<file path="src/rtl/uart_rx_fifo.sv">
// uart_rx_fifo: 16x-oversampling UART receiver with configurable data width
// and parity, feeding a show-ahead receive FIFO with error reporting.
//
// Ports
//   clk        system clock, rising edge
//   reset      asynchronous, active-low reset
//   rxd        serial input, idles high, asynchronous to clk
//   rd_en      pop the FIFO head (ignored while empty)
//   clr_err    clear the sticky overrun flag
//   rd_data    oldest FIFO entry, valid while empty = 0 (reads 0 when empty)
//   empty      FIFO holds no entries
//   full       FIFO holds FIFO_DEPTH entries
//   count      FIFO occupancy
//   overrun    sticky: a good frame was dropped because the FIFO was full
//   frame_err  one-cycle pulse: stop bit sampled low
//   parity_err one-cycle pulse: parity mismatch with a good stop bit
//
// Receiver FSM
//   state     | meaning
//   IDLE      | waiting for a falling edge on the synchronised line
//   START     | counting to mid start bit, rejects glitches
//   DATA      | sampling DATA_BITS data bits, LSB first
//   PAR       | sampling the parity bit
//   STOP      | sampling the stop bit, push or report an error
//   WAIT_HIGH | line held low after a framing error, wait for idle
module uart_rx_fifo #(
   parameter int CLK_FREQ   = 50_000_000,
   parameter int BAUD       = 9600,
   parameter int DATA_BITS  = 8,
   parameter int PARITY     = 0,
   parameter int FIFO_DEPTH = 4
) (
   input  logic                               clk,
   input  logic                               reset,
   input  logic                               rxd,
   input  logic                               rd_en,
   input  logic                               clr_err,
   output logic [DATA_BITS-1:0]               rd_data,
   output logic                               empty,
   output logic                               full,
   output logic [$clog2(FIFO_DEPTH+1)-1:0]    count,
   output logic                               overrun,
   output logic                               frame_err,
   output logic                               parity_err
);

   localparam int DIV   = CLK_FREQ / (BAUD * 16);
   localparam int DIV_W = (DIV > 1) ? $clog2(DIV) : 1;
   localparam int AW    = (FIFO_DEPTH > 1) ? $clog2(FIFO_DEPTH) : 1;
   localparam int CW    = $clog2(FIFO_DEPTH + 1);
   localparam int BW    = $clog2(DATA_BITS + 1);

   localparam logic [2:0] ST_IDLE      = 3'd0;
   localparam logic [2:0] ST_START     = 3'd1;
   localparam logic [2:0] ST_DATA      = 3'd2;
   localparam logic [2:0] ST_PAR       = 3'd3;
   localparam logic [2:0] ST_STOP      = 3'd4;
   localparam logic [2:0] ST_WAIT_HIGH = 3'd5;

   logic                 rxd_meta;
   logic                 rxd_sync;
   logic [2:0]           state;
   logic [DIV_W-1:0]     div_cnt;
   logic                 tick;
   logic [3:0]           tick_cnt;
   logic                 sample;
   logic [BW-1:0]        bit_cnt;
   logic [DATA_BITS-1:0] shreg;
   logic                 par_bad;
   logic                 push;

   logic [DATA_BITS-1:0] mem [FIFO_DEPTH];
   logic [AW-1:0]        wr_ptr;
   logic [AW-1:0]        rd_ptr;
   logic                 pop;
   logic                 wr;
   logic                 ovf;

   always_ff @(posedge clk or negedge reset) begin
      if (!reset) begin
         rxd_meta <= 1'b1;
         rxd_sync <= 1'b1;
      end else begin
         rxd_meta <= rxd;
         rxd_sync <= rxd_meta;
      end
   end

   // Oversample divider: down-counter held at DIV-1 in IDLE so the first
   // tick lands a full DIV period after the start edge is seen.
   assign tick = (state != ST_IDLE) && (div_cnt == '0);

   always_ff @(posedge clk or negedge reset) begin
      if (!reset) begin
         div_cnt <= '0;
      end else if (state == ST_IDLE || div_cnt == '0) begin
         div_cnt <= DIV_W'(DIV - 1);
      end else begin
         div_cnt <= div_cnt - DIV_W'(1);
      end
   end

   // Ticks remaining to the next mid-bit sample: 8 to mid start bit, then 16.
   assign sample = tick && (tick_cnt == 4'd0);

   always_ff @(posedge clk or negedge reset) begin
      if (!reset) begin
         tick_cnt <= 4'd7;
      end else if (state == ST_IDLE) begin
         tick_cnt <= 4'd7;
      end else if (sample) begin
         tick_cnt <= 4'd15;
      end else if (tick) begin
         tick_cnt <= tick_cnt - 4'd1;
      end
   end

   always_ff @(posedge clk or negedge reset) begin
      if (!reset) begin
         state      <= ST_IDLE;
         bit_cnt    <= '0;
         shreg      <= '0;
         par_bad    <= 1'b0;
         frame_err  <= 1'b0;
         parity_err <= 1'b0;
      end else begin
         frame_err  <= 1'b0;
         parity_err <= 1'b0;
         case (state)
            ST_IDLE: begin
               if (!rxd_sync) state <= ST_START;
            end
            ST_START: begin
               if (sample) begin
                  if (!rxd_sync) begin
                     state   <= ST_DATA;
                     bit_cnt <= BW'(DATA_BITS);
                     par_bad <= 1'b0;
                  end else begin
                     state <= ST_IDLE;
                  end
               end
            end
            ST_DATA: begin
               if (sample) begin
                  shreg   <= {rxd_sync, shreg[DATA_BITS-1:1]};
                  bit_cnt <= bit_cnt - BW'(1);
                  if (bit_cnt == BW'(1)) state <= (PARITY != 0) ? ST_PAR : ST_STOP;
               end
            end
            ST_PAR: begin
               if (sample) begin
                  // Even parity wants an XOR of 0, odd wants 1.
                  par_bad <= (^shreg) ^ rxd_sync ^ (PARITY == 2);
                  state   <= ST_STOP;
               end
            end
            ST_STOP: begin
               if (sample) begin
                  if (!rxd_sync) begin
                     frame_err <= 1'b1;
                     state     <= ST_WAIT_HIGH;
                  end else begin
                     parity_err <= par_bad;
                     state      <= ST_IDLE;
                  end
               end
            end
            ST_WAIT_HIGH: begin
               if (rxd_sync) state <= ST_IDLE;
            end
            default: state <= ST_IDLE;
         endcase
      end
   end

   assign push = (state == ST_STOP) && sample && rxd_sync && !par_bad;

   // A pop while full frees the slot the same-cycle push needs.
   assign pop = rd_en && !empty;
   assign wr  = push && (!full || pop);
   assign ovf = push && full && !pop;

   always_ff @(posedge clk) begin
      if (wr) mem[wr_ptr] <= shreg;
   end

   always_ff @(posedge clk or negedge reset) begin
      if (!reset) begin
         wr_ptr  <= '0;
         rd_ptr  <= '0;
         count   <= '0;
         overrun <= 1'b0;
      end else begin
         if (wr)  wr_ptr <= wr_ptr + AW'(1);
         if (pop) rd_ptr <= rd_ptr + AW'(1);
         case ({wr, pop})
            2'b10:   count <= count + CW'(1);
            2'b01:   count <= count - CW'(1);
            default: count <= count;
         endcase
         overrun <= ovf | (overrun & ~clr_err);
      end
   end

   assign empty   = (count == '0);
   assign full    = (count == CW'(FIFO_DEPTH));
   assign rd_data = empty ? '0 : mem[rd_ptr];

endmodule

</file>
<file path="config.mk">
export PLATFORM = sky130hd
export DESIGN_NAME = uart_rx_fifo
export DESIGN_NICKNAME = d
export VERILOG_FILES = /design/src/rtl/uart_rx_fifo.sv
export SDC_FILE = /design/constraint.sdc
export NUM_CORES = 1
export LEC_CHECK = 0
export BUFFER_PORTS_ARGS = -buffer_cell sky130_fd_sc_hd__buf_2
export CAP_MARGIN = 20
export CORE_ASPECT_RATIO = 0.6
export CORE_MARGIN = 2
export CORE_UTILIZATION = 50
export DETAILED_ROUTE_END_ITERATION = 10
export PLACE_DENSITY = 0.68
export SLEW_MARGIN = 20
export SYNTH_ARGS = -nofsm -noshare
export SYNTH_HDL_FRONTEND = slang
export SYNTH_SLANG_ARGS = --single-unit
</file>
<file path="constraint.sdc">
create_clock -name clk -period 6.4 [get_ports clk]
set_clock_uncertainty 0.1 [all_clocks]
set_input_delay 0.32 -clock clk [delete_from_list [all_inputs] [get_ports clk]]
set_output_delay 0.32 -clock clk [all_outputs]
set_load 0.1 [all_outputs]
</file>
Word level (Yosys, flattened, before mapping) --
Memory sizes are Yosys's and may differ from the RTL's. Cells that the tools add are included.
Operators by class: add/sub/neg operators 7, equality and inequality tests 17, mux-type cells 31, bitwise logic cells 4, reduce and logical (&&, ||, !) cells 29
Operator list (number):
- two-way mux 3 bit | 8
- two-way mux 4 bit | 6
- case mux 3 bit (6 select lines) | 1
- != test 2 bit, second input constant | 8
- two-way mux 1 bit | 10
- == test 3 bit, second input constant | 3
- logical AND 1 bit | 9
- zero test 9 bit | 1
- two-way mux 9 bit | 1
- subtractor 9 x 1 -> 9 bit, second input constant | 1
- two-way mux 8 bit | 1
- case mux 4 bit (2 select lines) | 1
- parity 8 bit | 1
- subtractor 4 x 1 -> 4 bit, second input constant | 2
- AND reduction 7 bit | 1
- == test 3 x 2 -> 1 bit, second input constant | 2
- zero test 3 bit | 2
- case mux 3 bit (2 select lines) | 1
- nonzero test 2 bit | 3
- nonzero test 3 bit | 2
- adder 2 x 1 -> 2 bit, second input constant | 2
- == test 4 x 1 -> 1 bit, second input constant | 1
- zero test 1 bit | 4
- zero test 4 bit | 1
- 15 further kinds | 16
Word-level totals: flip-flop bits (word level) 41, RAM bits 32, word-level logic and storage cells 103, memories 1
Memory list:
- mem | words 4, width 8, read ports 1, clocked after memory_dff 0, wr ports 1, RTL line 72 | logic [DATA_BITS-1:0] mem [FIFO_DEPTH];

Longest topological paths before layout --
Gate-level depths: netlist (run 1).
word-level depth 9, mapped depth 12, depth with buffers taken out 11

Worst setup path after synthesis (run 1) --
Ideal clock, no wire load.
path kind register to output, start register count[0], end output rd_data[0], arrival time 3.524 ns, setup slack 2.456 ns, stages on the path, launching flop included 5, cell sequence dfrtp_1 clkbuf_1 nor3_1 clkbuf_1 nor2b_1
On the way: cells in the longest elaborated chain, start to end 2
Ends and longest elaborated chain:
- start: declaration | RTL line 41 | output logic [$clog2(FIFO_DEPTH+1)-1:0] count,
- start signal: assignment | RTL line 198 | 2'b10: count <= count + CW'(1);
- start signal: assignment | RTL line 199 | 2'b01: count <= count - CW'(1);
- start signal: assignment | RTL line 200 | default: count <= count;
- zero test 3 bit | RTL line 206 | assign empty = (count == '0);
- net empty | RTL line 39 | output logic empty,
- two-way mux 8 bit | RTL line 208 | assign rd_data = empty ? '0 : mem[rd_ptr];
- end: declaration | RTL line 38 | output logic [DATA_BITS-1:0] rd_data,
The timed path passes the listed nets, and every way through them passes these cells.

Worst setup path after layout (run 1) --
start register div_cnt[3], end register count[2]
On the way: cells in the longest elaborated chain, start to end 9, elaborated cells between the ends (all ways) 11, those cells by class 2 x eq/ne; 1 x mux; 8 x reduce/logical
Ends and longest elaborated chain:
- start: declaration | RTL line 63 | logic [DIV_W-1:0] div_cnt;
- start signal: assignment | RTL line 97 | div_cnt <= DIV_W'(DIV - 1);
- start signal: assignment | RTL line 99 | div_cnt <= div_cnt - DIV_W'(1);
- zero test 9 bit * | RTL line 91 | assign tick = (state != ST_IDLE) && (div_cnt == '0);
- logical AND 1 bit * | RTL line 91
- logical AND 1 bit * | RTL line 104 | assign sample = tick && (tick_cnt == 4'd0);
- logical AND 1 bit * (3 in a row) | RTL line 177 | assign push = (state == ST_STOP) && sample && rxd_sync && !par_bad;
- logical AND 1 bit * | RTL line 181 | assign wr = push && (!full || pop);
- == test 2 x 1 -> 1 bit or == test 2 bit (tied branches) | RTL line 197 | case ({wr, pop})
- case mux 3 bit (2 select lines) or nonzero test 2 bit (tied branches)
Mark *: on every way between the ends. The rest lies on a longest branch, timed or not. A chain may end at the register's enable or synchronous reset.

==> impl_metrics.yaml, run 1 <==
job:
  max-cap-violations: 0
clock_tree:
  cts_tree: "done"
  cts_root_buf: "clkbuf_16"
  cts_buffers: 9
  ctsResizeCount: 0
  post_cts_buffers: 0
  clkSinkCount: 73
  hold_buffers: 1
  h-tree-depth: 3
  clkLatencyLatePin_ns: 0.33
  cts.clk_slew.worst_paths_ns: 0.06
  cts_max_path_buffers: 2
grt:
  grt_start_max_net_pins: 42
  use_met1_pct: 27.6
  grt_use_met3_pct: 8.15
  grt.total_usage_pct: 18.9
  grt_pass1_wl_um: 10500
  grt_overflow: 0
  antenna_found_initial: 0
  grt_busiest_layer: "met1"
  grt_use_met2_pct: 25.5
  grt_pass1_vias: 2006
timing:
  hold_viol_final: 0
  holdWs_ns: 0.0104
  fin_setup_tns_ns: 0
  worst_slew_pin_slew_ns: 0.923
  rsz0062_at_grt: "false"
  period_needed_ns: 2.92
  period_share_pct: 45.6
  final_max_slew_viol_count: 0
  fmax_mhz: 342
  relSlewSlack_pct: 38.5
  finalSetupViolCount: 0
power:
  comb_power_share_pct: 19.0
  p_per_area_nw_per_um2: 350
  peakVddDrop_mv: 0.273
  cellInternalPower_uw: 970
  p_leak_uw: 0.00175
  clkPwrFrac_pct: 40.6
  p_seq_share_pct: 40.4
  swShare_pct: 30.0
  switchingPower_uw: 416
finish:
  multi_input_area_um2: 1360
  fill_cells: 544
  drive_gt1_share_pct: 21.6
  n_antenna_cell: 0
  regArea_um2: 1990
  finalNetCount: 311
  area_delta_synth_final_pct: 15.1
logic_synthesis:
  synthMuxAreaShare_pct: 8.75
  synth-edff-count: 32
  ys_types: 51
  ys_ff_latch: 73
  synth_compound_gate_area_share_pct: 4.54
  synth_xor_area_share_pct: 5.09
  synth_fp_nets: 288
  async_flop_share_pct: 56.2
  synthCells: 273
  syn_area_um2: 3440
  yosysWarningCount: 0
  ys_top_cells_by_count: "36 x dfrtp_1, 32 x edfxtp_1, 19 x nor2_1"
  synthAdderAreaFrac_pct: 3.85
  synth_area_per_cell_um2: 12.6
  synth_top_area_share_pct: 27.9
  yosys.area.top_type: "edfxtp_1"
  ys_top_cells_by_area: "edfxtp_1 28%, dfrtp_1 26%, mux4_2 5.2%"
  synthFlopType: "dfrtp_1"
  synth.most_common_cell: "dfrtp_1"
  synthSimpleGateAreaFrac_pct: 17.1
  seq_area_frac_synth_pct: 57.9
  synth_top_family_by_area: "simple AND/OR/NAND/NOR gates"
placement:
  dp_hpwl_um: 4290
  io_buffers: 20
  gp_congestion: 0.789
routing:
  wirelength_um: 6140
  drc: 0
  first_iter_violations: 132
  antenna_left: 0
  vias_per_cell: 5.48
  detail_route.wl_per_cell_um: 15.8
  vias: 2128
  drt_pass1_iterations: 4
outcome:
  status: "complete, no violations"
setup_path:
  crit_type: "flop to flop"
  crit_path_start_kind: "flop"
  path_max_fanout: 9
  reg2reg_depth: 8
  crit_required_ns: 6.58
  worst_setup_path_end_kind: "flop"
  crit_arrival_ns: 3.10
  r2r_setup_slack_ns: 3.48
floorplan:
  dieArea_um2: 7590
  dieWidth_um: 111
  io_pins: 21
  placementRows: 23
  start_util_pct: 51.6
  die_h_um: 68.3
  core_area_um2: 6680
min_path:
  hold_class: "input pin to asynchronous set/reset pin"
registers in the layout, summed over array words and instances, names as in the netlist:
| register | flops |
|---|---|
| frame_err | 1 |
| mem | 32 |
| bit_cnt | 4 |
| rd_ptr | 2 |
| overrun | 1 |
| rxd_sync | 1 |
| count | 3 |
| parity_err | 1 |
| tick_cnt | 4 |
| state | 3 |
| div_cnt | 9 |
| shreg | 8 |
| rxd_meta | 1 |
| wr_ptr | 2 |
| par_bad | 1 |
worst paths after layout:
check | start | endpoint
setup / recovery | div_cnt[3] | count[2]
max in group asynchronous | reset | shreg[4]
hold / removal | reset | rd_ptr[1]
setup reg to reg | div_cnt[3] | count[2]
hold reg to reg | rxd_meta | rxd_sync
min in group clk | clr_err | overrun
metal layers:
metal | part of all wire, % | up-vias
met4 | 1.1 | 0
met2 | 40 | 61
met3 | 8.2 | 8
li1 | - | 1030
met5 | 0 | -
met1 | 51 | 1029
critical path: stages (launching register included):
cell	delay (ns)
dfrtp_1	0.41
or4_4	0.60
nor2_1	0.25
and4_1	0.38
nor2_1	0.09
fa_1	0.43
nor4b_1	0.34
a221o_1	0.16
a21o_1	0.11
power groups by stage:
stage	sequential [uW]	combinational, uW	clock, uW
floorplan	600	178	0
CTS	562	263	574
global placement	569	255	0
finish	560	263	563
detailed placement	571	262	0
global route	568	280	593
final cells by class:
cell class              count  area share, %
clock buffers              11           5.87
clock inverters             5           2.62
inverters                  12           1.14
multi-input cells         177           34.2
flip-flops and latches     73           50.3
well taps                  87           2.75
repair buffers             23           3.16
cells by family after synthesis:
| kind of cell | Yosys count |
|---|---|
| and+or+nand+nor | 103 |
| DFF | 73 |
| AOI/OAI and AO/OA | 25 |
| buffers and inverters | 23 |
| xor gates and xnor gates | 20 |
| muxes | 19 |
| adders and majority gates | 10 |
through the flow:
step | util [%] | total power, uW | instance area (um^2) | worst slack [ns] | instances
3_3_place_gp | 54.2 | 824 | 3620 | 3.61 | 371
4_1_cts | 59.4 | 1400 | 3960 | 3.50 | 388
2_1_floorplan | - | 779 | 3440 | 2.46 | 273
3_5_place_dp | 54.2 | 833 | 3620 | 3.50 | 371
6_report | 59.4 | 1390 | 3960 | 3.48 | 388
5_1_grt | 59.4 | 1440 | 3960 | 3.25 | 388
layout by cell type (no fill, tap or decap), types with 2 or more instances in the layout:
cell	count
nor2b_1	10
buf_4	2
and3_1	5
mux4_2	8
inv_1	12
mux2_2	9
ha_1	9
nor3b_1	4
mux2i_1	2
nor4_1	3
dfstp_2	5
clkbuf_16	9
nand3b_1	4
and2_1	5
a21oi_1	3
clkbuf_1	2
dfrtp_1	36
nand4b_1	2
nor2_1	19
nand3_1	9
xor2_1	4
nand2b_1	3
a31oi_1	3
o211ai_1	2
buf_2	20
nor3_1	6
xnor2_1	16
edfxtp_1	32
bufinv_16	3
nand4_1	2
o21ai_0	10
nand2_1	18
and4_1	2
Power figures use the tool's default switching activity.
==> run 2, diff against run 1 <==
Clock period 6.4 ns to 2.69 ns, I/O delays scaled along.
==> impl_metrics.yaml, run 2 (synthesized netlist as in run 1, its figures left out) <==
finish:
  multi_input_area_um2: 1420
  post-route-cell-area_um2: 4090
  final_cell_mix: "33 x dfrtp_1, 32 x edfxtp_1, 19 x buf_2, 18 x nand2_1, 17 x nor2_1"
  regMostFlops: "mem"
  finalNetCount: 325
  area_delta_synth_final_pct: 18.7
  top_regs: "mem (32), div_cnt (9), shreg (8)"
  largest_register_ffs: 32
  layout_commonest_cell: "dfrtp_1"
  n_antenna_cell: 0
  drive_gt1_share_pct: 30.5
  regArea_um2: 2000
  fill_cells: 516
routing:
  antenna_left: 0
  drc: 0
  wirelength_um: 6890
  vias: 2260
  first_iter_violations: 143
  drt_pass1_iterations: 4
  detail_route.wl_per_cell_um: 17.1
  vias_per_cell: 5.62
grt:
  grt_start_max_net_pins: 42
  grt_pass1_vias: 2131
  grt_overflow: 0
  grt.total_usage_pct: 19.5
  antenna_found_initial: 0
  grt_pass1_wl_um: 10800
setup_path:
  r2r-start: "div_cnt[2]"
  rr_endpoint: "count[1]"
  slowest_stage: "fa_1"
  cp_slowest_stage_delay_ns: 0.59
  reg2reg_depth: 9
  crit_path_start_kind: "flop"
  path_max_fanout: 4
  crit_chain: "or4_4 > nor2_4 > and4_4 > nor2_2 > fa_1 > nand2_1 > a211oi_2 > a41oi_2 > o211ai_1"
  crit_type: "flop to flop"
  worst_setup_path_end_kind: "flop"
  crit_arrival_ns: 2.77
  r2r_setup_slack_ns: 0.06
  crit_required_ns: 2.83
clock_tree:
  cts_buffers: 9
  clkLatencyLatePin_ns: 0.33
  cts_max_path_buffers: 2
  h-tree-depth: 3
  cts.clk_slew.worst_paths_ns: 0.06
  clkSinkCount: 73
  cts_tree: "done"
  cts_root_buf: "clkbuf_16"
timing:
  worst_slew_pin_slew_ns: 0.590
  relSlewSlack_pct: 60.7
  fmax_mhz: 381
  hold_viol_final: 0
  fin_ws_ns: 0.0630
  finalSetupViolCount: 0
  period_share_pct: 97.7
  period_needed_ns: 2.63
  fin_setup_tns_ns: 0
  rsz0062_at_grt: "true"
  final_max_slew_viol_count: 0
min_path:
  hp-start: "rd_en"
  hold_class: "input pin to flop"
  hold_depth: 2
  hold_end: "count[1]"
power:
  p_seq_share_pct: 42.3
  cellInternalPower_uw: 2160
  p_leak_uw: 0.00180
  switchingPower_uw: 1020
  peakVddDrop_mv: 0.720
  p_per_area_nw_per_um2: 778
  comb_power_share_pct: 22.0
  clkPwrFrac_pct: 35.7
  swShare_pct: 32.2
floorplan:
  placementRows: 23
  core_area_um2: 6680
  start_util_pct: 51.6
  dieWidth_um: 111
  dieArea_um2: 7590
  io_pins: 21
  die_h_um: 68.3
placement:
  gp_congestion: 0.767
  io_buffers: 20
  placed_area_um2: 3720
  dp_hpwl_um: 4800
  dpl_worst_slack_ns: 0.131
job:
  max-cap-violations: 0
outcome:
  status: "complete, no violations"
## run 2: final cells by class
type                       count  area share, %
clock buffer                  12           5.78
clock inverter                 4           1.10
inverter                      12           1.10
multi-input combinational    177           34.7
sequential                    73           48.8
tap                           87           2.66
timing repair buffer          37           5.81
## run 2: what timing repair did
action / 4_1_cts / 5_1_grt
endpoints found under the hold margin: 38 / 0
gates resized for setup: 0 / 7
buffers inserted: 0 / 3
setup endpoints to repair: 0 / 2
hold buffers: 3 / 0
## run 2: worst max-delay path: cells and delay by family, from the launching register on
family / cells / cell delay [ns]
and+or+nand+nor: 5 / 1.02
adders and majority gates: 1 / 0.59
AOI/OAI and AO/OA: 3 / 0.41
DFF: 1 / 0.40
## run 2: per-layer routing
| metal | vias up | track usage (%) | routed length [um] |
|---|---|---|---|
| met5 | - | 0 | 0 |
| met4 | 0 | 4.63 | 53 |
| met3 | 8 | 7.79 | 445 |
| met2 | 68 | 28.8 | 2930 |
| met1 | 1127 | 27.3 | 3460 |
| li1 | 1057 | - | - |
## run 2: power by group through the flow
stage	clock network (uW)	registers (uW)	logic, uW
2_1_floorplan	0	1430	435
6_report	1140	1340	701
5_1_grt	1210	1360	743
3_3_place_gp	0	1370	624
3_5_place_dp	0	1370	643
4_1_cts	1160	1350	651
## run 2: worst max-delay path by stage
stage	startpoint	end	slack, ns	cells after the start
6_report	div_cnt[2]	count[1]	0.06	9
3_3_place_gp	rxd_sync	count[2]	0.22	7
2_1_floorplan	count[0]	rd_data[0]	-0.05	4
3_5_place_dp	rxd_sync	count[2]	0.13	7
5_1_grt	div_cnt[3]	count[1]	-0.04	9
4_1_cts	rxd_sync	count[2]	0.12	7
## run 2: through the flow
step / utilization (%) / power (uW) / instances / hold slack [ns]
detailed placement: 55.7 / 2010 / 380 / 0.141
floorplan: - / 1870 / 273 / -0.261
CTS: 60.3 / 3160 / 399 / 0.0813
global placement: 55.7 / 1990 / 380 / 0.141
finish: 61.2 / 3180 / 402 / 0.103
global route: 61.2 / 3310 / 402 / 0.119
==> run 3, diff against run 2 <==
==> constraint.sdc (replaced) <==
create_clock -name clk -period 2.69 [get_ports clk]
set_clock_uncertainty 0.1 [all_clocks]
set_input_delay 0.269 -clock clk [delete_from_list [all_inputs] [get_ports clk]]
set_output_delay 0.269 -clock clk [all_outputs]
set_load 0.1 [all_outputs]
==> impl_metrics.yaml, run 3 (synthesized netlist as in run 1, its figures left out) <==
timing:
  rsz0062_at_grt: "false"
  holdWs_ns: -0.0145
  period_share_pct: 95.6
  fmax_mhz: 389
  final_max_slew_viol_count: 0
  worst_slew_pin_slew_ns: 0.931
  relSlewSlack_pct: 38.0
  finalSetupViolCount: 0
  period_needed_ns: 2.57
  hold_viol_final: 28
finish:
  post-route-cell-area_um2: 4050
  area_delta_synth_final_pct: 17.6
  finalNetCount: 321
  n_antenna_cell: 0
  drive_gt1_share_pct: 29.6
  layout_commonest_cell: "dfrtp_1"
  final_cell_mix: "33 x dfrtp_1, 32 x edfxtp_1, 20 x buf_2, 18 x nor2_1, 18 x nand2_1"
  top_regs: "mem (32), div_cnt (9), shreg (8)"
  largest_register_ffs: 32
  regMostFlops: "mem"
setup_path:
  rr_endpoint: "count[1]"
  crit_arrival_ns: 2.67
  r2r-start: "div_cnt[3]"
  reg2reg_depth: 9
  crit_chain: "or4_4 > nor2_2 > and4_1 > nor2_1 > fa_1 > nand2_1 > a211oi_2 > a41oi_2 > o211ai_1"
  path_max_fanout: 4
  crit_family: "simple AND/OR/NAND/NOR gates"
  critPathLaunch: "div_cnt[3]"
  crit_type: "flop to flop"
  cp_slowest_stage_delay_ns: 0.55
  r2r_setup_slack_ns: 0.12
  crit_required_ns: 2.79
  slowest_stage: "or4_4"
  crit_buf_inv: 0
  crit_path_start_kind: "flop"
  worst_setup_path_end_kind: "flop"
grt:
  grt_pass1_vias: 2038
  grt_overflow: 0
  grt_pass1_wl_um: 10900
  antenna_found_initial: 0
  grt_start_max_net_pins: 42
  grt.total_usage_pct: 19.5
routing:
  wl_met2_um: 2690
  wirelength_um: 6630
  drc: 0
  vias: 2197
  wl_met1_um: 3440
  vias_per_cell: 5.52
  wl_met3_um: 469
  drt_pass1_iterations: 4
  first_iter_violations: 133
  top_layer: "met4"
  antenna_left: 0
  detail_route.wl_per_cell_um: 16.7
floorplan:
  placementRows: 23
  dieArea_um2: 7590
  core_area_um2: 6680
  die_h_um: 68.3
  dieWidth_um: 111
  io_pins: 21
  start_util_pct: 51.6
power:
  total_power_uw: 3190
  peakVddDrop_mv: 0.856
  p_per_area_nw_per_um2: 787
  p_leak_uw: 0.00177
clock_tree:
  cts_max_path_buffers: 2
  cts_root_buf: "clkbuf_16"
  cts_buffers: 9
  h-tree-depth: 3
  cts_tree: "done"
  clkLatencyLatePin_ns: 0.33
  post_cts_buffers: 0
  clkSinkCount: 73
  cts.clk_slew.worst_paths_ns: 0.06
outcome:
  failed_checks: "negative hold slack"
  status: "finished, violations left"
placement:
  placed_area_um2: 3720
  dp_hpwl_um: 4610
  gp_congestion: 0.780
  io_buffers: 20
min_path:
  hold_class: "input pin to asynchronous set/reset pin"
job:
  max-cap-violations: 0
==> run 3: cell count changes in the layout (fill, tap and decap cells not counted), sizes merged <==
cell	change
buf	-2
clkbuf	-2
clkinvlp	+2
dlygate4sd3	-2
==> run 3: metrics by stage <==
step | utilization, % | worst slack (ns) | std cells | setup TNS, ns
floorplan | - | -0.188 | 273 | -1.50
global placement | 55.8 | 0.220 | 381 | 0
detailed placement | 55.8 | 0.0932 | 381 | 0
CTS | 60.4 | 0.0965 | 398 | 0
global route | 60.7 | 0.0154 | 398 | 0
finish | 60.7 | 0.119 | 398 | 0
==> run 3: per-layer routing <==
layer,up-vias,global-route usage [%]
met3,4,6.73
met5,-,0
met4,0,7.87
met2,51,27.3
li1,1054,-
met1,1088,28.0
==> run 3: power by group <==
group / internal (uW) / switching [uW]
Clock: 734 / 437
Combinational: 222 / 454
Sequential: 1200 / 134
==> run 3: worst max path at each step <==
stage / to / slack (ns) / cells past startpoint
2_1_floorplan: rd_data[0] / -0.19 / 4
3_3_place_gp: count[1] / 0.22 / 8
3_5_place_dp: count[1] / 0.09 / 7
4_1_cts: count[1] / 0.1 / 8
5_1_grt: count[2] / 0.02 / 8
6_report: count[1] / 0.12 / 9
==> run 3: area by class of cell <==
| class | instances | area, um^2 |
|---|---|---|
| flip-flops and latches | 73 | 2000 |
| repair buffers | 33 | 200 |
| clock inverters | 6 | 57.6 |
| clock buffers | 10 | 239 |
| inverters | 12 | 45.0 |
| multi-input cells | 177 | 1400 |
| well taps | 87 | 109 |
| fillers | 526 | 2630 |
==> run 3: timing repair <==
item                                    CTS  global route
endpoints found under the setup margin    0             2
hold endpoints to repair                  1             0
gates resized for setup                   0             3
hold buffers                              1             0
